--- config.mk ---
export PLATFORM = sky130hd
export DESIGN_NAME = lane_encoder4
export DESIGN_NICKNAME = d
export VERILOG_FILES = /design/src/rtl/lane_encoder4.sv
export SDC_FILE = /design/constraint.sdc
export NUM_CORES = 1
export LEC_CHECK = 0
export CAP_MARGIN = 10
export CORE_MARGIN = 5
export CORE_UTILIZATION = 44
export CTS_CLUSTER_SIZE = 8
export DETAILED_ROUTE_END_ITERATION = 6
export PLACE_DENSITY_LB_ADDON = 0.25
export SYNTH_ARGS = -nofsm -noshare
export SYNTH_HDL_FRONTEND = slang
export SYNTH_SLANG_ARGS = --single-unit
--- constraint.sdc ---
create_clock -name clk -period 1.5 [get_ports clk]
set_input_delay 0.3 -clock clk [delete_from_list [all_inputs] [get_ports clk]]
set_output_delay 0.3 -clock clk [all_outputs]
set_load 0.02 [all_outputs]
--- src/rtl/lane_encoder4.sv ---
// lane_encoder4: four asynchronous, active-high lane pads are synchronized,
// optionally debounced and edge-detected. Each rising lane edge is
// priority-encoded (highest index wins) into a one-deep event register
// with a valid/ready handshake.
//
// Build option: define LANE_ENCODER4_DEBOUNCE_EN to include the per-lane
// debounce counters. Without it the debounced vector simply follows the
// synchronizer output and DEBOUNCE_CYCLES is ignored.
module lane_encoder4 #(
  parameter int unsigned DEBOUNCE_CYCLES = 16
) (
  input  logic       clk,
  input  logic       rst_n,
  input  logic [3:0] I,
  output logic [1:0] O_code,
  output logic       O_valid,
  input  logic       O_ready,
  output logic       O_multi,
  output logic       O_overrun
);

  typedef enum logic {
    IDLE = 1'b0,
    PEND = 1'b1
  } state_t;

  // The counter compare value; a lane toggles on the sample that would make
  // the run of differing samples reach DEBOUNCE_CYCLES.
  localparam logic [15:0] DEB_LAST = 16'(DEBOUNCE_CYCLES - 1);

  logic [3:0] sync1_q;
  logic [3:0] sync2_q;
  logic [3:0] db_q;
  logic [3:0] db_d;
  logic [3:0] press;

  state_t     state_q;
  state_t     state_d;
  logic [1:0] code_q;
  logic [1:0] code_d;
  logic       multi_q;
  logic       multi_d;
  logic       ovr_q;
  logic       ovr_d;

  // Highest set bit wins.
  function automatic logic [1:0] enc_hi(input logic [3:0] v);
    logic [1:0] r;
    r = 2'd0;
    for (int i = 0; i < 4; i++) begin
      if (v[i]) r = 2'(i);
    end
    return r;
  endfunction

  // True when two or more bits are set.
  function automatic logic is_multi(input logic [3:0] v);
    logic [2:0] n;
    n = 3'd0;
    for (int i = 0; i < 4; i++) begin
      n = n + {2'b00, v[i]};
    end
    return (n > 3'd1);
  endfunction

  // Two-flop synchronizer for the asynchronous pads.
  always_ff @(posedge clk or negedge rst_n) begin
    if (!rst_n) begin
      sync1_q <= 4'b0000;
      sync2_q <= 4'b0000;
    end else begin
      sync1_q <= I;
      sync2_q <= sync1_q;
    end
  end

`ifdef LANE_ENCODER4_DEBOUNCE_EN
  logic [3:0][15:0] cnt_q;
  logic [3:0][15:0] cnt_d;

  // Per-lane debounce: count consecutive samples that disagree with the
  // debounced value and flip the lane once the run is long enough.
  always_comb begin
    db_d  = db_q;
    cnt_d = '0;
    for (int k = 0; k < 4; k++) begin
      if (sync2_q[k] != db_q[k]) begin
        if (cnt_q[k] == DEB_LAST) begin
          db_d[k]  = ~db_q[k];
          cnt_d[k] = 16'd0;
        end else begin
          cnt_d[k] = cnt_q[k] + 16'd1;
        end
      end
    end
  end

  // Debounce counter state.
  always_ff @(posedge clk or negedge rst_n) begin
    if (!rst_n) begin
      cnt_q <= '0;
    end else begin
      cnt_q <= cnt_d;
    end
  end
`else
  logic unused_deb_last;
  assign unused_deb_last = ^DEB_LAST;

  // No debounce: the lane vector follows the synchronizer directly.
  always_comb begin
    db_d = sync2_q;
  end
`endif

  // Debounced lane vector.
  always_ff @(posedge clk or negedge rst_n) begin
    if (!rst_n) begin
      db_q <= 4'b0000;
    end else begin
      db_q <= db_d;
    end
  end

  // Only 0->1 lane transitions are events; releases are ignored.
  always_comb begin
    press = db_d & ~db_q;
  end

  // Handshake FSM: load on a press when idle or when the pending event is
  // being accepted in the same cycle; otherwise a new press is dropped.
  always_comb begin
    state_d = state_q;
    code_d  = code_q;
    multi_d = multi_q;
    ovr_d   = 1'b0;
    case (state_q)
      IDLE: begin
        if (press != 4'b0000) begin
          code_d  = enc_hi(press);
          multi_d = is_multi(press);
          state_d = PEND;
        end
      end
      PEND: begin
        if (O_ready) begin
          if (press != 4'b0000) begin
            code_d  = enc_hi(press);
            multi_d = is_multi(press);
          end else begin
            state_d = IDLE;
          end
        end else if (press != 4'b0000) begin
          ovr_d = 1'b1;
        end
      end
      default: begin
        state_d = IDLE;
      end
    endcase
  end

  // Event register, state and overrun pulse.
  always_ff @(posedge clk or negedge rst_n) begin
    if (!rst_n) begin
      state_q <= IDLE;
      code_q  <= 2'b00;
      multi_q <= 1'b0;
      ovr_q   <= 1'b0;
    end else begin
      state_q <= state_d;
      code_q  <= code_d;
      multi_q <= multi_d;
      ovr_q   <= ovr_d;
    end
  end

  assign O_valid   = (state_q == PEND);
  assign O_code    = code_q;
  assign O_multi   = multi_q;
  assign O_overrun = ovr_q;

endmodule

==> impl_results.md <==
* Hold WC Path Type: in2async
* Crit path arrival time at about 1.6 ns
* Unrepaired setup endpoints after global routing: no
* P&R area growth vs syn at 26.2%
* Vias at approximately 340
* Yosys reg bits at 17
* Final period util at 0.931
* Routed Antenna Nets at 0
* Area after DPL at roughly 730 µm²
* Max Fclk at about 700 MHz
* Clk pin slew, worst setup/hold paths at 0.09 ns
* CP required at between 1.5 and 2 ns
* Fraction of layout cells with a size suffix above 1 at 0.140
* GR Overflow Total at 0
* Yosys top cell area share at 0.711
* Worst Max-Slew Pin Slew at approximately 0.26 ns
* Clock skew at approximately 0.009 ns
* Tot Pwr at 0.000864 W
* CTS tree: done
* Die W at ~47 µm
* Non-Filler Cell Area, Final at between 700 and 800 µm²
* Peak supply drop at 0.000568 V
* Clk sinks at 17
* Setup repair bufs after CTS at 0
* Die area at about 0.0022 mm²
* Slew headroom at 0.825
* Initial core utilization at 0.460
* Setup crit end kind: flip-flop
* Root buf cell: clkbuf_4
* Final Critical Period at between 1 and 1.5 ns
* Synth area leader: dfrtp_1
* First-pass GRT wire length at about 1400 µm
* Synthesized area at between 500 and 600 µm²
* Post-layout util at 0.580
* FF-to-FF Start: db_d[3]
* Skew-Pair Late Insertion Delay at between 0.2 and 0.3 ns
* Final Net Count at 67
* Vias per inst at approximately 4.7
* Post-Route WL at 768 µm
* IO Pins at 12
* Most frequent cells in the layout: 17 x dfrtp_1, 6 x clkdlybuf4s50_1, 5 x inv_1, 5 x dlygate4sd2_1, 3 x clkbuf_4
* Synth area leaders: dfrtp_1 71%, nor2b_4 4.6%, fa_1 3.3%
* Count of pins over their slew limit at 0
* Global placement routability congestion at a little under 0.7
* TritonCTS Buffers at 3
* DP HPWL at about 610 µm
* Critical path class: reg2reg
* CP max FO at 4
* Pre-Repair DR Iteration Count at 2
* DIE HEIGHT at approximately 47 µm
* Library cells used by synthesis at 18
* H-tree Lvls at 1
* Largest net degree at the start of global routing at 18
* Post-synthesis instance total at 41
* Number of DRC markers in iteration 0 at 2
* Commonest non-fill, non-tap cell in the layout: dfrtp_1
* Worst-case clock buffer depth at 2
* Final Hold Fails at 0
* Critical Path Start: db_d[3]
* Post-synth net total at 50
* Tot GR Track Use at 0.0924
* Leak at ~0.36 nW
* Std-Cell Core Area at roughly 0.0013 mm²
* Final setup viols at 0
* Critical path launch point type: flip-flop
* Maxcap violations at 0
* Setup_tns at 0 ns
* Seq/Total Area, Yosys at 0.711
* Cell Rows at 13
* Status: completed
* Syn Area/Cell at about 15 µm²
* Vias in the first global route at ~340
* ANT cells at 0
* Post-route DRC at 0
* Wirelength per Cell at 10.7 µm
* IO buf count at 11
* Initial antenna violation count at 0
* Synth warn at 0
* Pwr per Cell Area at ~1100 mW/mm²
[critical path, stage by stage (launching register included)]
cell and delay [ns]:
dfrtp_1 0.40, nor2b_4 0.15, fa_1 0.47, a21oi_1 0.16, mux2i_1 0.10
[through the flow]
stage          hold WS (ns)  setup slack, ns  cells
2_1_floorplan       0.00441            0.226     41
3_3_place_gp          0.334            0.123     68
3_5_place_dp          0.337           0.0836     68
4_1_cts               0.346           0.0814     72
5_1_grt               0.336           0.0264     72
6_report              0.336            0.104     72
[kinds of logic (layout without fill, tap and decap cells)]
family                     count (synthesis)  count (layout)  share of synthesized area
AOI/OAI and AO/OA                          7               7                     0.0774
adders and majority gates                  2               2                     0.0544
buffers and inverters                      6              22                     0.0377
DFF                                       17              17                      0.711
muxes                                      1               1                     0.0167
and+or+nand+nor                            8               8                      0.102
[state kept, by name, indices dropped and copies added, names as in the netlist]
register	flops
O_code	2
O_multi	1
O_overrun	1
O_valid	1
db_d	4
db_q	4
sync1_q	4
[report_power, final]
group,switching [W],internal [W]
sequential,0.0000154,0.000493
clock,0.000124,0.000103
combinational,0.0000694,0.0000591
[layout make-up]
cell class                      instances  area (µm²)
Fill cell                             120         547
Sequential cell                        17         425
Multi-Input combinational cell         18         150
Timing Repair Buffer                   12         111
Clock buffer                            4        26.3
Inverter                                6        22.5
Tap cell                               15        18.8
[worst paths after layout]
| check | endpoint | slack [ns] | depth (start not counted) |
|---|---|---|---|
| max in group asynchronous | db_q[0] | 0.98 | 2 |
| min | db_q[3] | 0.34 | 2 |
| min in group clk | db_d[1] | 0.35 | 0 |
| max | O_multi | 0.10 | 4 |
| max reg2reg | O_multi | 0.10 | 4 |
| min reg2reg | db_d[1] | 0.35 | 0 |
[Yosys cell counts]
cell type / count
dfrtp_1: 17
o21ai_1: 1
nor3_1: 1
a21oi_1: 1
fa_1: 1
nor2b_4: 2
ha_1: 1
nand2b_1: 2
nand2_1: 1
nor2b_2: 1
o32ai_1: 1
o21ai_0: 2
inv_2: 1
o31a_1: 1
a22o_1: 1
nor2_1: 1
mux2i_1: 1
inv_1: 5
[metal layers]
metal	share of wire	up-vias	wire length, µm	GRT usage
li1	-	163	-	-
met1	0.47	165	362	0.114
met2	0.44	10	335	0.141
met3	0.092	0	71	0.0345
met4	0	0	0	0.0497
met5	0	-	0	0
[repair_timing]
item,4_1_cts,5_1_grt
resized for setup,5,0
hold buffers,0,0
setup endpoints to repair,5,0
endpoints found under the hold margin,0,0
Power figures use the tool's default switching activity.
